$ cat config.mk
export PLATFORM = sky130hd
export DESIGN_NAME = store_rmw_ctrl_flat
export DESIGN_NICKNAME = d
export VERILOG_FILES = /design/src/rtl/store_rmw_ctrl_if.sv /design/src/rtl/store_rmw_ctrl.sv /design/src/flat_wrapper.sv
export SDC_FILE = /design/constraint.sdc
export NUM_CORES = 1
export LEC_CHECK = 0
export CORE_MARGIN = 4
export CORE_UTILIZATION = 48
export DETAILED_ROUTE_END_ITERATION = 8
export GPL_ROUTABILITY_DRIVEN = 1
export PLACE_DENSITY = 0.83
export SYNTH_ARGS = -nofsm -noshare
export SYNTH_HDL_FRONTEND = slang
export SYNTH_SLANG_ARGS = --single-unit
$ cat constraint.sdc
create_clock -name clk -period 2.6 [get_ports clk]
set_input_delay 0.78 -clock clk [delete_from_list [all_inputs] [get_ports clk]]
set_output_delay 0.78 -clock clk [all_outputs]
set_load 0.01 [all_outputs]
$ cat src/rtl/store_rmw_ctrl_if.sv
`default_nettype none
// +--------------------------------------------------------------------------+
// | store_rmw_ctrl_if : core store-request bundle and word-memory bus bundle |
// | Rev 1.0                                                                  |
// +--------------------------------------------------------------------------+

interface store_req_if;
  logic        valid;
  logic        ready;
  logic [31:0] addr;
  logic [31:0] data;
  logic [2:0]  funct3;
  logic        done;
  logic        err;

  modport master (output valid, addr, data, funct3, input ready, done, err);
  modport slave  (input valid, addr, data, funct3, output ready, done, err);
endinterface

interface mem_bus_if;
  logic        req;
  logic        we;
  logic [31:0] addr;
  logic [31:0] wdata;
  logic        gnt;
  logic        rvalid;
  logic [31:0] rdata;

  modport master (output req, we, addr, wdata, input gnt, rvalid, rdata);
  modport slave  (input req, we, addr, wdata, output gnt, rvalid, rdata);
endinterface

`default_nettype wire

$ cat src/rtl/store_rmw_ctrl.sv
`default_nettype none
// +--------------------------------------------------------------------------+
// | store_rmw_ctrl : SW direct write, SB/SH read-modify-write, with timeout  |
// | Rev 1.0                                                                  |
// +--------------------------------------------------------------------------+

module store_rmw_ctrl #(
  parameter int TIMEOUT_CYCLES = 16,
  parameter int CNT_W          = 5
) (
  input  wire logic  clk,
  input  wire logic  reset_n,
  store_req_if.slave st,
  mem_bus_if.master  mem
);

  typedef enum logic [2:0] {
    IDLE    = 3'd0,
    RD_REQ  = 3'd1,
    RD_WAIT = 3'd2,
    WR_REQ  = 3'd3,
    RESP    = 3'd4
  } state_t;

  localparam logic [CNT_W-1:0] CNT_LAST = CNT_W'(TIMEOUT_CYCLES - 1);

  state_t           state;
  state_t           state_nxt;
  logic [31:0]      addr_q;
  logic [15:0]      data_q;
  logic [31:0]      wdata_q;
  logic             is_half_q;
  logic             err_q;
  logic [CNT_W-1:0] cnt_q;
  logic             sw_ok;
  logic             rd_ok;
  logic [31:0]      merged;

  assign sw_ok = (st.funct3 == 3'b010) && (st.addr[1:0] == 2'b00);
  assign rd_ok = (st.funct3 == 3'b000) ||
                 ((st.funct3 == 3'b001) && !st.addr[0]);

  always_comb begin
    merged = mem.rdata;
    if (is_half_q) begin
      if (addr_q[1]) merged[31:16] = data_q;
      else           merged[15:0]  = data_q;
    end else begin
      unique case (addr_q[1:0])
        2'b00:   merged[7:0]   = data_q[7:0];
        2'b01:   merged[15:8]  = data_q[7:0];
        2'b10:   merged[23:16] = data_q[7:0];
        default: merged[31:24] = data_q[7:0];
      endcase
    end
  end

  always_ff @(posedge clk or negedge reset_n) begin
    if (!reset_n) state <= IDLE;
    else          state <= state_nxt;
  end

  always_comb begin
    state_nxt = state;
    unique case (state)
      IDLE:    if (st.valid) state_nxt = sw_ok ? WR_REQ : (rd_ok ? RD_REQ : RESP);
      RD_REQ:  if (mem.gnt) state_nxt = RD_WAIT;
      // A response in the final waiting cycle still beats the timeout.
      RD_WAIT: if (mem.rvalid)            state_nxt = WR_REQ;
               else if (cnt_q == CNT_LAST) state_nxt = RESP;
      WR_REQ:  if (mem.gnt) state_nxt = RESP;
      RESP:    state_nxt = IDLE;
      default: state_nxt = IDLE;
    endcase
  end

  always_ff @(posedge clk or negedge reset_n) begin
    if (!reset_n) begin
      addr_q    <= '0;
      data_q    <= '0;
      wdata_q   <= '0;
      is_half_q <= 1'b0;
      err_q     <= 1'b0;
      cnt_q     <= '0;
    end else begin
      unique case (state)
        IDLE: begin
          if (st.valid) begin
            addr_q    <= st.addr;
            data_q    <= st.data[15:0];
            wdata_q   <= st.data;
            is_half_q <= st.funct3[0];
            err_q     <= !(sw_ok || rd_ok);
          end
        end
        RD_REQ: begin
          if (mem.gnt) cnt_q <= '0;
        end
        RD_WAIT: begin
          if (mem.rvalid) begin
            wdata_q <= merged;
          end else begin
            cnt_q <= cnt_q + 1'b1;
            if (cnt_q == CNT_LAST) err_q <= 1'b1;
          end
        end
        default: ;
      endcase
    end
  end

  assign st.ready  = (state == IDLE);
  assign st.done   = (state == RESP);
  assign st.err    = (state == RESP) && err_q;
  assign mem.req   = (state == RD_REQ) || (state == WR_REQ);
  assign mem.we    = (state == WR_REQ);
  assign mem.addr  = {addr_q[31:2], 2'b00};
  assign mem.wdata = wdata_q;

endmodule

`default_nettype wire

$ cat src/flat_wrapper.sv
// flat-port wrapper written by rule: the top's interface ports become plain ports
module store_rmw_ctrl_flat 
#(
  parameter int TIMEOUT_CYCLES = 16,
  parameter int CNT_W          = 5
)
  (clk, reset_n, st_valid, st_addr, st_data, st_funct3, st_ready, st_done, st_err, mem_req, mem_we, mem_addr, mem_wdata, mem_gnt, mem_rvalid, mem_rdata);
  store_req_if st_i ();
  mem_bus_if mem_i ();
  input  wire logic clk;
  input  wire logic reset_n;
  input wire logic [$bits(st_i.valid)-1:0] st_valid;
  input wire logic [$bits(st_i.addr)-1:0] st_addr;
  input wire logic [$bits(st_i.data)-1:0] st_data;
  input wire logic [$bits(st_i.funct3)-1:0] st_funct3;
  output wire logic [$bits(st_i.ready)-1:0] st_ready;
  output wire logic [$bits(st_i.done)-1:0] st_done;
  output wire logic [$bits(st_i.err)-1:0] st_err;
  output wire logic [$bits(mem_i.req)-1:0] mem_req;
  output wire logic [$bits(mem_i.we)-1:0] mem_we;
  output wire logic [$bits(mem_i.addr)-1:0] mem_addr;
  output wire logic [$bits(mem_i.wdata)-1:0] mem_wdata;
  input wire logic [$bits(mem_i.gnt)-1:0] mem_gnt;
  input wire logic [$bits(mem_i.rvalid)-1:0] mem_rvalid;
  input wire logic [$bits(mem_i.rdata)-1:0] mem_rdata;
  assign st_i.valid = st_valid;
  assign st_i.addr = st_addr;
  assign st_i.data = st_data;
  assign st_i.funct3 = st_funct3;
  assign st_ready = st_i.ready;
  assign st_done = st_i.done;
  assign st_err = st_i.err;
  assign mem_req = mem_i.req;
  assign mem_we = mem_i.we;
  assign mem_addr = mem_i.addr;
  assign mem_wdata = mem_i.wdata;
  assign mem_i.gnt = mem_gnt;
  assign mem_i.rvalid = mem_rvalid;
  assign mem_i.rdata = mem_rdata;
  store_rmw_ctrl #(.TIMEOUT_CYCLES(TIMEOUT_CYCLES), .CNT_W(CNT_W)) u_core (.clk(clk), .reset_n(reset_n), .st(st_i), .mem(mem_i));
endmodule
==> impl_metrics.yaml, run 1 <==
cts:
  cts_hold_buffers: 0
  clockBufferDepth: 2
  clock_sinks: 90
  cts_root_buffer: "clkbuf_8"
  clk_latency_ns: 0.35
  numCtsBuffers: 9
  htreeDepth: 3
  cts_tree: "built"
  clk_pin_slew_ns: 0.10
worst_setup_path:
  rr_worst_depth: 4
  rr_startpoint: "u_core.is_half_q"
  cp_top_family: "buffers and inverters"
  r2r_setup_slack_ns: 0.60
  start_kind: "register"
  cp_max_fo: 5
  cp_data_required_time_ns: 1.82
  worstSetupPathType: "reg -> out"
  crit_path_end_kind: "primary output"
  max_stage_delay_ns: 0.53
  rr_endpoint: "u_core.mem.wdata[0]"
  crit_chain: "nand2b_2 > inv_1 > and2_1 > clkdlybuf4s50_1"
  worstPathArrival_ns: 1.73
  crit_slowest_cell: "clkdlybuf4s50_1"
  worst-path-buf-inv: 2
cells_and_area:
  final_area_um2: 6440
  utilization_pct: 69.3
  nets: 742
  diodes: 0
  area_growth_pct: 39.7
  stdcell_count: 770
  drive_gt1_share_pct: 9.52
die:
  rows: 35
  core_um2: 9280
  die_y_um: 106
  die-area_um2: 11200
  start_util_pct: 49.6
  die_w_um: 106
  ioPinCount: 173
drt:
  dr.first_iter.drc_count: 187
  drc_errors: 0
  via_per_inst: 5.35
  wl_met2_um: 6420
  wl_met3_um: 979
  avgRoutedWirePerCell_um: 17.2
  dr.pass1.iters: 5
  m1WireLength_um: 5560
  ant_nets: 0
  num_vias: 4120
  top_layer: "met4"
  wl_um: 13200
synth:
  synth_edf_count: 0
  synthArstFlopShare_pct: 100
  synth.distinct_cells: 50
  synth.cell_area_um2: 4610
  ys.flop_type: "dfrtp_1"
  yosysSeqAreaShare_pct: 48.9
  syn_area_per_cell_um2: 9.20
  synthCells: 501
  synth_seq_cells: 90
  yosys-top-cells-area: "dfrtp_1 49%, nand2_1 14%, buf_4 5.4%"
  synth_top_area_share_pct: 48.9
  yosysWarnings: 0
  synth_largest_area_cell: "dfrtp_1"
power_and_ir_drop:
  p_leak_nw: 2.86
  ir_drop_mv: 0.595
  powerDensity_nw_per_um2: 1160
global_route:
  grt_pass1_vias: 4249
  grt_max_degree: 61
  grt_usage_pct: 23.7
  grt_first_pass_wirelength_um: 21300
  antenna_found_initial: 0
  overflow: 0
sta:
  tightest_slew_ns: 0.706
  hold_viol_final: 0
  tns_ns: 0
  fin_skew_ns: 0.0150
  min_period_ns: 2.51
  fmax_mhz: 399
  slew_headroom_pct: 53.0
  setup_viol: 0
  fin_ws_ns: 0.0932
  rsz0062_at_grt: "false"
  fin_crit_sh_pct: 96.4
  drv_slew: 0
status:
  status: "complete, no violations"
run:
  maxCapViolCount: 0
placed_design:
  place_ws_ns: 0.0150
  dp_cells: 752
  gp_congestion: 0.863
  dp_hpwl_um: 9720
  placed_area_um2: 6210
  numPortBuffers: 170
hold_path:
  min_path_type: "in -> async"
placed cells by master (no fill, tap or decap), types with 3 or more instances in the layout:
| cell | synthesis | routed |
|---|---|---|
| and3_1 | 3 | 3 |
| o21ai_0 | 16 | 16 |
| o211ai_1 | 24 | 24 |
| a21boi_2 | 7 | 7 |
| nand2_1 | 167 | 167 |
| o32ai_1 | 8 | 8 |
| nor2_1 | 16 | 15 |
| clkbuf_8 | 0 | 12 |
| dfrtp_1 | 90 | 87 |
| o31ai_2 | 7 | 7 |
| buf_4 | 33 | 13 |
| nand2b_1 | 5 | 4 |
| dfrtp_2 | 0 | 3 |
| o32a_1 | 7 | 7 |
| mux2i_1 | 17 | 17 |
| nand3_1 | 10 | 10 |
| clkdlybuf4s50_1 | 0 | 169 |
| inv_1 | 6 | 6 |
| buf_12 | 0 | 3 |
| a21oi_1 | 19 | 19 |
metrics by stage:
stage               hold WS, ns  total power, mW
floorplan                 0.446             5.03
global placement          0.457             6.40
detailed placement        0.462             6.56
CTS                       0.354             7.53
global route              0.364             8.02
finish                    0.347             7.50
cell type report:
type	count	area (µm²)
clock buffers	12	165
fillers	742	2850
well taps	129	161
multi-input cells	344	1950
clock inverters	4	33.8
repair buffers	185	1850
inverters	6	22.5
flip-flops and latches	90	2260
Yosys cell counts, drive strengths merged, types with 2 or more instances:
library cell / number
o22ai: 2
nand2b: 5
or3b: 2
nand2: 168
ha: 2
o211ai: 24
o21ai: 18
nand3b: 2
nor3: 3
o32a: 7
o32ai: 8
nor2: 16
a21oi: 20
buf: 51
nor4: 2
o31ai: 8
nor3b: 2
a21boi: 8
mux2i: 17
nand3: 10
dfrtp: 90
inv: 6
and2: 2
and3: 3
clkbuf: 11
worst max path at each step:
stage | from | end | slack, ns | cells after the start
final | u_core.state[2] | mem_we | 0.09 | 4
after global routing | u_core.state[2] | mem_we | 0.003 | 4
after CTS | u_core.state[1] | st_err | 0.0008 | 3
after detailed placement | mem_rvalid | u_core.cnt_q[2] | 0.01 | 6
after global placement | mem_rvalid | u_core.cnt_q[2] | 0.11 | 6
after floorplan | mem_rvalid | u_core.cnt_q[3] | 0.76 | 4
cell families (layout without fill, tap and decap cells):
group / after synthesis / in the layout / share of synthesized area (%)
flops: 90 / 90 / 48.9
compound gates: 105 / 105 / 17.4
fa+ha+maj: 2 / 2 / 0.543
buf+inv: 68 / 207 / 9.26
other cells: 1 / 2 / 0.0814
mux: 17 / 17 / 3.69
simple gates: 218 / 218 / 20.2
metal layers:
metal  track usage (%)  vias to the layer above
li1                  -                     1952
met1              30.7                     1974
met2              38.1                      172
met3              6.38                       22
met4              8.79                        0
met5                 0                        -
power breakdown:
part	leakage [nW]	total [mW]	internal (mW)	switching (mW)
Sequential	1.10	2.64	2.07	0.573
Combinational	1.66	3.91	1.93	1.98
Clock	0.0992	0.942	0.434	0.509
Total	2.86	7.50	4.43	3.07
repair_timing:
action                     CTS  global route
setup endpoints to repair    3             4
setup buffers                0             2
resized for setup            3             3
pin swaps                    0             0
state kept, by name, summed over array words and instances, names as in the netlist:
| name | cells |
|---|---|
| u_core.is_half_q | 1 |
| u_core.state | 3 |
| u_core.data_q | 16 |
| u_core.cnt_q | 5 |
| u_core.mem.wdata | 32 |
| u_core.addr_q | 32 |
| u_core.err_q | 1 |
Note: power is estimated with default switching activity, not from simulation.
==> run 2: changes to the inputs <==
- CORE_UTILIZATION: 48 -> 45
- PLACE_DENSITY: 0.83 -> 0.78
==> run 2 against run 1 <==
  * Via count barely moved
  * Clock power rose by 2%
  * Clock skew fell by 0.0071 ns
  * Critical path depth fell by 1
  * Critical endpoint is now st_err
  * Die area rose by 6.2%
  * Final area rose by 0.51%
  * Worst setup slack improved by 0.014 ns
  * Fmax rose by 0.58%
  * Sequential share of layout area fell by 0.20 points
  * Combinational power rose by 2%
  * Critical path type unchanged
  * Sequential power barely moved
  * Largest cell class unchanged
  * Global-route usage fell by 0.85 points
==> impl_metrics.yaml, run 2 (same netlist as run 1, synthesis figures left out) <==
drt:
  avgRoutedWirePerCell_um: 17.7
  dr.pass1.iters: 4
  wl_um: 13800
  num_vias: 4118
  dr.first_iter.drc_count: 195
  via_per_inst: 5.30
  drc_errors: 0
  ant_nets: 0
die:
  die-area_um2: 11900
  die_w_um: 109
  rows: 36
  start_util_pct: 46.7
  die_y_um: 109
  ioPinCount: 173
  core_um2: 9860
placed_design:
  dp_hpwl_um: 9870
  gp_congestion: 0.862
  numPortBuffers: 170
  dp_cells: 755
  placed_area_um2: 6220
worst_setup_path:
  cp_data_required_time_ns: 1.82
  worstPathArrival_ns: 1.71
  max_stage_delay_ns: 0.53
  crit_slowest_cell: "clkdlybuf4s50_1"
  start_kind: "register"
  worst-path-buf-inv: 1
  worstSetupPathType: "reg -> out"
  cp_top_family: "buffers and inverters"
  crit_path_end_kind: "primary output"
  crit_chain: "nor2_2 > and3_1 > clkdlybuf4s50_1"
  cp_max_fo: 11
run:
  maxCapViolCount: 0
sta:
  min_period_ns: 2.49
  hold_slack_ns: 0.327
  drv_slew: 0
  tns_ns: 0
  hold_viol_final: 0
  tightest_slew_ns: 0.709
  fin_crit_sh_pct: 95.9
  slew_headroom_pct: 52.7
  rsz0062_at_grt: "false"
  fin_skew_ns: 0.00788
  fmax_mhz: 401
  setup_viol: 0
power_and_ir_drop:
  p_int_mw: 4.48
  p_seq_share_pct: 34.6
  p_leak_nw: 2.87
  p_switching_mw: 3.11
  ir_drop_mv: 0.993
  clockPowerShare_pct: 12.7
  powerDensity_nw_per_um2: 1170
  pwr-share-comb_pct: 52.7
  swShare_pct: 41.0
global_route:
  overflow: 0
  grt_usage_pct: 22.8
  antenna_found_initial: 0
  grt_pass1_vias: 4236
  met1_usage_pct: 28.7
  grt_first_pass_wirelength_um: 21100
  met2_usage_pct: 38.2
  grt_max_degree: 53
  met3_usage_pct: 5.45
  top_usage_layer: "met2"
status:
  status: "complete, no violations"
cts:
  clockBufferDepth: 2
  numCtsBuffers: 9
  clk_pin_slew_ns: 0.09
  htreeDepth: 3
  cts_tree: "built"
  cts_root_buffer: "clkbuf_8"
  clock_sinks: 90
  clk_latency_ns: 0.36
cells_and_area:
  final_area_um2: 6470
  nets: 745
  mostFrequentLayoutCell: "clkdlybuf4s50_1"
  final_cell_mix: "169 x clkdlybuf4s50_1, 167 x nand2_1, 88 x dfrtp_1"
  stdcell_count: 777
  drive_gt1_share_pct: 9.47
  utilization_pct: 65.6
  area_growth_pct: 40.4
  diodes: 0
hold_path:
  min_path_type: "in -> async"
run 2: what timing repair did:
action                                  CTS  global route
resized for setup                         1             3
pin swaps                                 0             0
setup buffers                             0             6
endpoints found under the setup margin    3             4
hold buffers                              0             0
cloned                                    0             0
run 2: final timing paths:
path	startpoint	to	slack [ns]	depth (start not counted)
worst max-delay path	u_core.state[1]	st_err	0.11	3
worst min-delay path	reset_n	u_core.mem.wdata[5]	0.33	1
worst max register to register	u_core.is_half_q	u_core.mem.wdata[7]	0.59	4
worst min register to register	u_core.addr_q[13]	u_core.addr_q[13]	0.48	2
max in group asynchronous	reset_n	u_core.state[1]	1.57	2
min in group clk	u_core.addr_q[13]	u_core.addr_q[13]	0.48	2
run 2: per-layer routing:
metal | wire (µm) | up-vias
met1 | 5520 | 1972
met4 | 301 | 0
met5 | 0 | -
met2 | 6910 | 167
li1 | - | 1950
met3 | 1040 | 29
run 2: area by class of cell:
| type | count | area [µm²] |
|---|---|---|
| Clock buffer | 10 | 128 |
| Tap cell | 133 | 166 |
| Timing Repair Buffer | 188 | 1880 |
| Clock inverter | 6 | 67.6 |
| Fill cell | 784 | 3400 |
| Sequential cell | 90 | 2250 |
| Multi-Input combinational cell | 344 | 1950 |
| Inverter | 6 | 22.5 |
run 2: worst register-to-register path, cell delays in order (launching register included):
cell      delay, ns
dfrtp_1        0.72
inv_1          0.20
a21oi_2        0.60
mux2i_1        0.27
o211ai_1       0.10
run 2: stage by stage:
step                      setup slack, ns  power [mW]
after global placement              0.116        6.41
after global routing              0.00689        8.11
final                               0.108        7.59
after CTS                         0.00536        7.55
after floorplan                     0.761        5.03
after detailed placement           0.0779        6.57
run 2: power groups by stage:
stage | sequential (mW) | combinational (mW) | clock (mW)
after CTS | 2.63 | 3.94 | 0.984
after floorplan | 2.54 | 2.49 | 0
final | 2.63 | 4.00 | 0.961
after detailed placement | 2.65 | 3.92 | 0
after global placement | 2.63 | 3.79 | 0
after global routing | 2.71 | 4.36 | 1.04
